<file path="config.mk">
export PLATFORM = sky130hd
export DESIGN_NAME = uart_dbg_bridge_flat
export DESIGN_NICKNAME = d
export VERILOG_FILES = /design/src/rtl/uart_dbg_bridge_if.sv /design/src/rtl/uart_dbg_bridge.sv /design/src/flat_wrapper.sv
export SDC_FILE = /design/constraint.sdc
export NUM_CORES = 1
export LEC_CHECK = 0
export ABC_AREA = 1
export ABC_CLOCK_PERIOD_IN_PS = 5490
export CORE_MARGIN = 5
export CORE_UTILIZATION = 40
export DETAILED_ROUTE_END_ITERATION = 6
export PLACE_DENSITY = 0.69
export SLEW_MARGIN = 20
export SYNTH_ARGS = -nofsm -noshare
export SYNTH_HDL_FRONTEND = slang
export SYNTH_SLANG_ARGS = --single-unit
export TNS_END_PERCENT = 5
</file>
<file path="constraint.sdc">
create_clock -name clk -period 5.49 [get_ports clk]
set_input_delay 1.098 -clock clk [delete_from_list [all_inputs] [get_ports clk]]
set_output_delay 1.098 -clock clk [all_outputs]
set_load 0.01 [all_outputs]
</file>
<file path="src/rtl/uart_dbg_bridge_if.sv">
// Debug memory bus between the UART bridge (master) and the SoC debug port (slave).
// Request is level-held on dbg_mem_op; completion is a one-clock dbg_ready strobe.
interface uart_dbg_bridge_if;
    logic        dbg_mem_op;
    logic [3:0]  dbg_wren;
    logic [31:0] dbg_adr;
    logic [31:0] dbg_do;
    logic [31:0] dbg_di;
    logic        dbg_ready;

    modport master (
        output dbg_mem_op, dbg_wren, dbg_adr, dbg_do,
        input  dbg_di, dbg_ready
    );

    modport slave (
        input  dbg_mem_op, dbg_wren, dbg_adr, dbg_do,
        output dbg_di, dbg_ready
    );
endinterface

</file>
<file path="src/rtl/uart_dbg_bridge.sv">
// UART (8N1) command bridge mastering the SoC debug memory port and CPU reset hold.
// Latency: bus request 1 clk after last arg byte; reply start bit 1 clk after entering RESP.
// Backpressure: bus waits for dbg_ready up to BUS_TIMEOUT clks; host bytes arriving in BUS/RESP are dropped.
module uart_dbg_bridge #(
    parameter int CLK_HZ      = 12000000,
    parameter int BAUD        = 115200,
    parameter int BUS_TIMEOUT = 255
) (
    input  logic              clk,
    input  logic              n_reset,
    input  logic              rx,
    output logic              tx,
    output logic              cpu_n_reset,
    uart_dbg_bridge_if.master dbg
);
    localparam int CPB      = CLK_HZ / BAUD;
    localparam int HALF     = CPB / 2;
    localparam int IB_LIMIT = 160 * CPB;
    localparam int BW       = $clog2(CPB + 1);
    localparam int IBW      = $clog2(IB_LIMIT + 1);
    localparam int TW       = $clog2(BUS_TIMEOUT + 1);

    localparam logic [7:0] CMD_W = 8'h57;
    localparam logic [7:0] CMD_R = 8'h52;
    localparam logic [7:0] CMD_H = 8'h48;
    localparam logic [7:0] CMD_G = 8'h47;
    localparam logic [7:0] RSP_K = 8'h4B;
    localparam logic [7:0] RSP_Q = 8'h3F;
    localparam logic [7:0] RSP_E = 8'h45;

    typedef enum logic [1:0] {RX_IDLE, RX_START, RX_DATA, RX_STOP} rx_st_e;
    typedef enum logic [1:0] {ST_IDLE, ST_ARGS, ST_BUS, ST_RESP} st_e;

    rx_st_e        rx_st_q, rx_st_d;
    logic [2:0]    rx_sync_q, rx_sync_d;
    logic [BW-1:0] rx_cnt_q, rx_cnt_d;
    logic [2:0]    rx_bit_q, rx_bit_d;
    logic [7:0]    rx_sh_q, rx_sh_d;
    logic          rx_vld_q, rx_vld_d;
    logic          rx_in;

    logic          tx_q, tx_d;
    logic          tx_busy_q, tx_busy_d;
    logic [BW-1:0] tx_cnt_q, tx_cnt_d;
    logic [3:0]    tx_bit_q, tx_bit_d;
    logic [8:0]    tx_sh_q, tx_sh_d;
    logic          tx_load;
    logic          tx_rdy;

    st_e            st_q, st_d;
    logic           is_wr_q, is_wr_d;
    logic [2:0]     arg_cnt_q, arg_cnt_d;
    logic [63:0]    arg_q, arg_d;
    logic [IBW-1:0] ib_q, ib_d;
    logic [TW-1:0]  tout_q, tout_d;
    logic           mem_op_q, mem_op_d;
    logic [3:0]     wren_q, wren_d;
    logic [31:0]    adr_q, adr_d;
    logic [31:0]    do_q, do_d;
    logic [31:0]    resp_q, resp_d;
    logic [2:0]     resp_len_q, resp_len_d;
    logic           cpu_n_reset_q, cpu_n_reset_d;

    // bit 1 is the synchronized line, bit 2 its previous value for edge detection
    assign rx_in = rx_sync_q[1];

    always_comb begin
        rx_sync_d = {rx_sync_q[1:0], rx};
        rx_st_d   = rx_st_q;
        rx_cnt_d  = rx_cnt_q + 1'b1;
        rx_bit_d  = rx_bit_q;
        rx_sh_d   = rx_sh_q;
        rx_vld_d  = 1'b0;
        case (rx_st_q)
            RX_IDLE: begin
                rx_cnt_d = '0;
                if (rx_sync_q[2] && !rx_in) rx_st_d = RX_START;
            end
            RX_START: if (rx_cnt_q == BW'(HALF - 1)) begin
                rx_cnt_d = '0;
                rx_bit_d = '0;
                rx_st_d  = rx_in ? RX_IDLE : RX_DATA;
            end
            RX_DATA: if (rx_cnt_q == BW'(CPB - 1)) begin
                rx_cnt_d = '0;
                rx_sh_d  = {rx_in, rx_sh_q[7:1]};
                rx_bit_d = rx_bit_q + 1'b1;
                if (rx_bit_q == 3'd7) rx_st_d = RX_STOP;
            end
            RX_STOP: if (rx_cnt_q == BW'(CPB - 1)) begin
                rx_st_d  = RX_IDLE;
                rx_vld_d = rx_in;
            end
            default: rx_st_d = RX_IDLE;
        endcase
    end

    // a new byte may start on the same edge the previous stop bit ends
    assign tx_rdy = !tx_busy_q || (tx_cnt_q == BW'(CPB - 1) && tx_bit_q == 4'd9);

    always_comb begin
        tx_d      = tx_q;
        tx_busy_d = tx_busy_q;
        tx_cnt_d  = tx_cnt_q;
        tx_bit_d  = tx_bit_q;
        tx_sh_d   = tx_sh_q;
        if (tx_load) begin
            tx_d      = 1'b0;
            tx_busy_d = 1'b1;
            tx_cnt_d  = '0;
            tx_bit_d  = '0;
            tx_sh_d   = {1'b1, resp_q[7:0]};
        end else if (tx_busy_q) begin
            if (tx_cnt_q == BW'(CPB - 1)) begin
                tx_cnt_d = '0;
                if (tx_bit_q == 4'd9) begin
                    tx_busy_d = 1'b0;
                    tx_d      = 1'b1;
                end else begin
                    tx_d     = tx_sh_q[0];
                    tx_sh_d  = {1'b1, tx_sh_q[8:1]};
                    tx_bit_d = tx_bit_q + 1'b1;
                end
            end else begin
                tx_cnt_d = tx_cnt_q + 1'b1;
            end
        end
    end

    always_comb begin
        st_d          = st_q;
        is_wr_d       = is_wr_q;
        arg_cnt_d     = arg_cnt_q;
        arg_d         = arg_q;
        ib_d          = ib_q;
        tout_d        = tout_q;
        mem_op_d      = mem_op_q;
        wren_d        = wren_q;
        adr_d         = adr_q;
        do_d          = do_q;
        resp_d        = resp_q;
        resp_len_d    = resp_len_q;
        cpu_n_reset_d = cpu_n_reset_q;
        tx_load       = 1'b0;
        case (st_q)
            ST_IDLE: if (rx_vld_q) begin
                arg_cnt_d  = '0;
                ib_d       = '0;
                is_wr_d    = (rx_sh_q == CMD_W);
                resp_len_d = 3'd1;
                st_d       = ST_RESP;
                case (rx_sh_q)
                    CMD_W, CMD_R: st_d = ST_ARGS;
                    CMD_H: begin cpu_n_reset_d = 1'b0; resp_d = {24'h0, RSP_K}; end
                    CMD_G: begin cpu_n_reset_d = 1'b1; resp_d = {24'h0, RSP_K}; end
                    default: resp_d = {24'h0, RSP_Q};
                endcase
            end
            ST_ARGS: if (rx_vld_q) begin
                ib_d = '0;
                arg_d[{arg_cnt_q, 3'b000} +: 8] = rx_sh_q;
                arg_cnt_d = arg_cnt_q + 1'b1;
                if (arg_cnt_q == (is_wr_q ? 3'd7 : 3'd3)) begin
                    st_d     = ST_BUS;
                    tout_d   = '0;
                    mem_op_d = 1'b1;
                    adr_d    = arg_d[31:0];
                    wren_d   = is_wr_q ? 4'hF : 4'h0;
                    if (is_wr_q) do_d = arg_d[63:32];
                end
            end else if (ib_q == IBW'(IB_LIMIT - 1)) begin
                st_d = ST_IDLE;
            end else begin
                ib_d = ib_q + 1'b1;
            end
            ST_BUS: begin
                // ready wins over a timeout expiring in the same cycle
                if (dbg.dbg_ready) begin
                    mem_op_d = 1'b0;
                    wren_d   = 4'h0;
                    st_d     = ST_RESP;
                    if (is_wr_q) begin
                        resp_d     = {24'h0, RSP_K};
                        resp_len_d = 3'd1;
                    end else begin
                        resp_d     = dbg.dbg_di;
                        resp_len_d = 3'd4;
                    end
                end else if (tout_q == TW'(BUS_TIMEOUT - 1)) begin
                    mem_op_d   = 1'b0;
                    wren_d     = 4'h0;
                    resp_d     = {24'h0, RSP_E};
                    resp_len_d = 3'd1;
                    st_d       = ST_RESP;
                end else begin
                    tout_d = tout_q + 1'b1;
                end
            end
            ST_RESP: if (resp_len_q == 3'd0) begin
                st_d = ST_IDLE;
            end else if (tx_rdy) begin
                tx_load    = 1'b1;
                resp_d     = {8'h00, resp_q[31:8]};
                resp_len_d = resp_len_q - 1'b1;
            end
            default: st_d = ST_IDLE;
        endcase
    end

    always_ff @(posedge clk or negedge n_reset) begin
        if (!n_reset) begin
            rx_st_q       <= RX_IDLE;
            rx_sync_q     <= 3'b111;
            rx_cnt_q      <= '0;
            rx_bit_q      <= '0;
            rx_sh_q       <= '0;
            rx_vld_q      <= 1'b0;
            tx_q          <= 1'b1;
            tx_busy_q     <= 1'b0;
            tx_cnt_q      <= '0;
            tx_bit_q      <= '0;
            tx_sh_q       <= '1;
            st_q          <= ST_IDLE;
            is_wr_q       <= 1'b0;
            arg_cnt_q     <= '0;
            arg_q         <= '0;
            ib_q          <= '0;
            tout_q        <= '0;
            mem_op_q      <= 1'b0;
            wren_q        <= 4'h0;
            adr_q         <= '0;
            do_q          <= '0;
            resp_q        <= '0;
            resp_len_q    <= '0;
            cpu_n_reset_q <= 1'b1;
        end else begin
            rx_st_q       <= rx_st_d;
            rx_sync_q     <= rx_sync_d;
            rx_cnt_q      <= rx_cnt_d;
            rx_bit_q      <= rx_bit_d;
            rx_sh_q       <= rx_sh_d;
            rx_vld_q      <= rx_vld_d;
            tx_q          <= tx_d;
            tx_busy_q     <= tx_busy_d;
            tx_cnt_q      <= tx_cnt_d;
            tx_bit_q      <= tx_bit_d;
            tx_sh_q       <= tx_sh_d;
            st_q          <= st_d;
            is_wr_q       <= is_wr_d;
            arg_cnt_q     <= arg_cnt_d;
            arg_q         <= arg_d;
            ib_q          <= ib_d;
            tout_q        <= tout_d;
            mem_op_q      <= mem_op_d;
            wren_q        <= wren_d;
            adr_q         <= adr_d;
            do_q          <= do_d;
            resp_q        <= resp_d;
            resp_len_q    <= resp_len_d;
            cpu_n_reset_q <= cpu_n_reset_d;
        end
    end

    assign tx             = tx_q;
    assign cpu_n_reset    = cpu_n_reset_q;
    assign dbg.dbg_mem_op = mem_op_q;
    assign dbg.dbg_wren   = wren_q;
    assign dbg.dbg_adr    = adr_q;
    assign dbg.dbg_do     = do_q;
endmodule

</file>
<file path="src/flat_wrapper.sv">
// flat-port wrapper written by rule: the top's interface ports become plain ports
module uart_dbg_bridge_flat 
#(
    parameter int CLK_HZ      = 12000000,
    parameter int BAUD        = 115200,
    parameter int BUS_TIMEOUT = 255
)
  (clk, n_reset, rx, tx, cpu_n_reset, dbg_dbg_mem_op, dbg_dbg_wren, dbg_dbg_adr, dbg_dbg_do, dbg_dbg_di, dbg_dbg_ready);
  uart_dbg_bridge_if dbg_i ();
  input  logic clk;
  input  logic n_reset;
  input  logic rx;
  output logic tx;
  output logic cpu_n_reset;
  output wire logic [$bits(dbg_i.dbg_mem_op)-1:0] dbg_dbg_mem_op;
  output wire logic [$bits(dbg_i.dbg_wren)-1:0] dbg_dbg_wren;
  output wire logic [$bits(dbg_i.dbg_adr)-1:0] dbg_dbg_adr;
  output wire logic [$bits(dbg_i.dbg_do)-1:0] dbg_dbg_do;
  input wire logic [$bits(dbg_i.dbg_di)-1:0] dbg_dbg_di;
  input wire logic [$bits(dbg_i.dbg_ready)-1:0] dbg_dbg_ready;
  assign dbg_dbg_mem_op = dbg_i.dbg_mem_op;
  assign dbg_dbg_wren = dbg_i.dbg_wren;
  assign dbg_dbg_adr = dbg_i.dbg_adr;
  assign dbg_dbg_do = dbg_i.dbg_do;
  assign dbg_i.dbg_di = dbg_dbg_di;
  assign dbg_i.dbg_ready = dbg_dbg_ready;
  uart_dbg_bridge #(.CLK_HZ(CLK_HZ), .BAUD(BAUD), .BUS_TIMEOUT(BUS_TIMEOUT)) u_core (.clk(clk), .n_reset(n_reset), .rx(rx), .tx(tx), .cpu_n_reset(cpu_n_reset), .dbg(dbg_i));
endmodule
</file>
==> run summary <==
The flow ran to the end, and the final reports show no timing, DRC or antenna violations. The fraction of the mapped netlist area in compound gates is 10.66%. The tool flagged a number of max-cap violations equal to 0.

The initial DRC count is 591. The post-synthesis adder-cell area fraction is 2.379%. The count of hold-fix buffers inserted at cts came out at 0. OpenSTA, run right after detailed placement, puts the worst setup slack at between 2 and 2.5 ns.

The synthesis-stage register bit count came out at 240. Summed over all cells, the static leakage comes to about 6.5 nW. Wire segments on met2 add up to roughly 13000 um in the final route.

The upper clock frequency limit is 0.3053 GHz. The number of sinks on the clock net is 240. The antenna diode instance count is 0.

The critical path is of the reg -> reg type. The number of search-and-repair iterations in the first detailed-routing pass came out at 5. The routed wirelength normalized by instance count is 14.04 um. The number of cells upsized or downsized after cts came out at 0. The maximum fanout encountered on the critical timing path came out at approximately 120. The via total after detailed routing is 9542.

The launching element type of the critical path is a flop. For the worst setup path, the data arrival time is 3.71 ns. TritonCTS built the clock tree. Ranked by total cell area, the synthesized netlist is headed by sky130_fd_sc_hd__dfrtp_1, sky130_fd_sc_hd__nand2_1, sky130_fd_sc_hd__o21ai_0. The warning count from the yosys run came out at 0. The initial antenna violation count is 0. In this run the tool buffered the top-level ports with 106 buffer cells.

Setup total negative slack on the finished layout was measured at 0 ns. The net count of the finished layout is 1564. The sequential element share of the synthesized area came out at 52.04%.

The worst-case clock skew came out at 0.03076 ns. The pin count of the biggest net entering global routing is around 140. Clock tree synthesis selected as its root buffer the cell sky130_fd_sc_hd__clkbuf_16. The proportion of synthesized area in mux cells came out at 0%. The number of instances in the synthesized netlist is 1434. The full die area is roughly 32000 um2. The worst reg-to-reg path cell count is 6. The worst setup path is captured at a flop. Wires add up to 26810 um. For the worst setup path, the data required time is 5.93 ns.

The initial utilization of the core area, before any placement, comes to 40.42%. The global router's overall resource usage came out at 15.89%. The layout overhead on the synthesized area is 18.84%. In the layout the commonest cells are sky130_fd_sc_hd__nand2_1, sky130_fd_sc_hd__dfrtp_1, sky130_fd_sc_hd__o21ai_0, sky130_fd_sc_hd__nor2_1, sky130_fd_sc_hd__clkdlybuf4s50_1. The floorplan step set the die height to around 180 um.

The routed metal-1 wire length came out at 12640 um. The number of levels the H-tree was split into is 1. The remaining global-route overflow is 0. The number of cells after detailed placement came out at about 1900. The leading area contributor after synthesis is sky130_fd_sc_hd__dfrtp_1.

The via count of the first global-routing pass is 8906. The clock latency of the later-clocked register in the worst-skew pair came out at 0.55 ns. The count of different cell masters after synthesis is 36. The highest layer touched by signal routing is met4. The ratio of final minimum period to clock period came out at 59.67%. The post-detailed-route count of antenna-violating nets came out at 0. The final max-slew violation count came out at 0.

The weighted congestion reported at the end of routability-driven placement is 0.8376. The initialized floorplan defines 62 standard-cell rows. The estimated wirelength of the detail-placed design is ~17000 um. Summing the areas of all and, or, nand and nor instances in the mapped netlist gives 27.57% of the synthesized area. The final period demand of the worst path came out at 3.276 ns. The worst hold slack across all endpoints came out at 0.3586 ns. The synthesized area per cell came out at a little over 8 um2. Setup repair after global routing left no endpoint under its margin.

The final core area utilization is 48.04%. The mean number of vias per cell came out at 4.996. The met3 layer wire length in the routed design came out at 1096 um. In the routed design, unresolved DRC markers number 0. The synthesized netlist net count came out at 1492. The register clock-pin slew on the reported worst setup and hold paths came out at 0.06 ns. Setup violations remaining at the end of the flow were counted as 0. The core outline area is 28630 um2.

The first-pass GRT wire length is 44320 um. Setup slack closes at 2.214 ns. After Yosys synthesis, XOR and XNOR cells account for 0.9083% of the synthesized area. The maximum root-to-sink buffer count is 3. The share of cells above drive strength 1 came out at 6.619%. The total power per unit cell area came out at 278.5 nW/um2. The mapped netlist covers between 10000 and 15000 um2. The remaining max-slew budget at the tightest pin came out at 34.58%. The leading cell type in the layout, fill and taps excluded is sky130_fd_sc_hd__nand2_1. The die outline width is 180.1 um. The number of non-filler instances in the completed layout is 1910. After clock tree synthesis, the setup repair step added 0 buffers. Across the VDD grid, the largest voltage drop is roughly 0.21 mV. The final hold violation count came out at 0.

At the pin with the least slew margin, the transition time is 0.9778 ns. The worst hold-check path type is reg -> reg. Of the post-synthesis cell area, the dominant cell type holds 49.09%. The number of cells on the worst hold path came out at 0.

Buffers inserted during clock tree synthesis total 26. After synthesis, the largest family of logic cells by area is simple AND/OR/NAND/NOR gates. For this design the top-level I/O count stands at 107.
[layer usage]
metal  vias up  global-route usage (%)
met5         -                       0
met4         0                   3.297
met3        40                   2.402
met2       218                   25.86
met1      4522                   22.82
li1       4762                       -
[cells by family after synthesis]
family	after synthesis
simple gates	746
compound gates	244
flops	240
buf+inv	170
fa+ha+maj	22
xor+xnor	12
[worst paths after layout]
check / slack [ns] / from / to
worst min register to register: 0.36 / u_core.rx_sync_q[0] / u_core.rx_sync_q[1]
worst max-delay path: 2.21 / u_core.st_q[1] / u_core.dbg.dbg_adr[11]
worst min-delay path: 0.36 / u_core.rx_sync_q[0] / u_core.rx_sync_q[1]
max in group asynchronous: 3.95 / n_reset / u_core.arg_q[17]
min in group asynchronous: 0.49 / n_reset / u_core.rx_bit_q[2]
worst max register to register: 2.21 / u_core.st_q[1] / u_core.dbg.dbg_adr[11]
[cell usage after synthesis]
library cell and count:
sky130_fd_sc_hd__o22ai_1 2, sky130_fd_sc_hd__nand2_1 470, sky130_fd_sc_hd__nor2_4 5, sky130_fd_sc_hd__inv_2 9, sky130_fd_sc_hd__dfrtp_1 227, sky130_fd_sc_hd__a21o_1 1, sky130_fd_sc_hd__inv_1 89, sky130_fd_sc_hd__nand3_4 1
sky130_fd_sc_hd__nor3_2 2, sky130_fd_sc_hd__nand3_2 5, sky130_fd_sc_hd__nand4_1 43, sky130_fd_sc_hd__buf_1 1, sky130_fd_sc_hd__nor2_1 124, sky130_fd_sc_hd__a21oi_1 56, sky130_fd_sc_hd__clkinv_1 5, sky130_fd_sc_hd__a211oi_1 1
sky130_fd_sc_hd__ha_1 22, sky130_fd_sc_hd__buf_4 11, sky130_fd_sc_hd__nor2_8 1, sky130_fd_sc_hd__nand2_2 7, sky130_fd_sc_hd__o21bai_1 1, sky130_fd_sc_hd__or2_2 2, sky130_fd_sc_hd__o211ai_1 1, sky130_fd_sc_hd__nand4_2 3
sky130_fd_sc_hd__clkbuf_1 28, sky130_fd_sc_hd__nor2_2 5, sky130_fd_sc_hd__nand3b_1 5, sky130_fd_sc_hd__dfstp_2 13, sky130_fd_sc_hd__buf_2 22, sky130_fd_sc_hd__nand3_1 64, sky130_fd_sc_hd__nor3_1 9, sky130_fd_sc_hd__xnor2_1 1
sky130_fd_sc_hd__buf_6 5, sky130_fd_sc_hd__xor2_1 11, sky130_fd_sc_hd__o21ai_0 146, sky130_fd_sc_hd__o21ai_1 36
[per-stage QoR]
stage	total power, mW	instance area, um2
3_3_place_gp	2.016	12800
6_report	3.829	13750
2_1_floorplan	1.930	11570
5_1_grt	3.977	13750
4_1_cts	3.873	13710
3_5_place_dp	2.020	12800
[registers in the layout, summed over array words and instances (netlist names), 4 cells and up, named ones only]
| register | cells |
|---|---|
| u_core.rx_sh_q | 8 |
| u_core.dbg.dbg_adr | 32 |
| u_core.rx_cnt_q | 7 |
| u_core.dbg.dbg_do | 32 |
| u_core.tx_cnt_q | 7 |
| u_core.arg_q | 64 |
| u_core.tx_bit_q | 4 |
| u_core.resp_q | 32 |
| u_core.ib_q | 15 |
| u_core.tout_q | 8 |
| u_core.tx_sh_q | 8 |
[power by group]
| group | leakage, nW | internal (mW) | total [mW] | switching [mW] |
|---|---|---|---|---|
| sequential | 3.29 | 1.79 | 1.81 | 0.0165 |
| combinational | 2.73 | 0.0651 | 0.183 | 0.118 |
| clock | 0.443 | 1.12 | 1.84 | 0.716 |
[final cells by class]
type                    instances  area (um2)
well taps                     384       480.5
repair buffers                111        1124
multi-input cells            1024        4828
clock inverters                 9       170.2
fillers                      2700       14870
clock buffers                  39       739.5
inverters                     103       386.6
flip-flops and latches        240        6022
[worst max-delay path, cell delays in order, from the launching register on]
cell and delay, ns:
sky130_fd_sc_hd__dfrtp_1 0.41, sky130_fd_sc_hd__inv_1 0.09, sky130_fd_sc_hd__ha_1 0.53, sky130_fd_sc_hd__nand2_8 0.45, sky130_fd_sc_hd__inv_1 0.53, sky130_fd_sc_hd__nand2_2 0.67
sky130_fd_sc_hd__o21ai_0 0.42
Note: power is estimated with default switching activity, not from simulation.
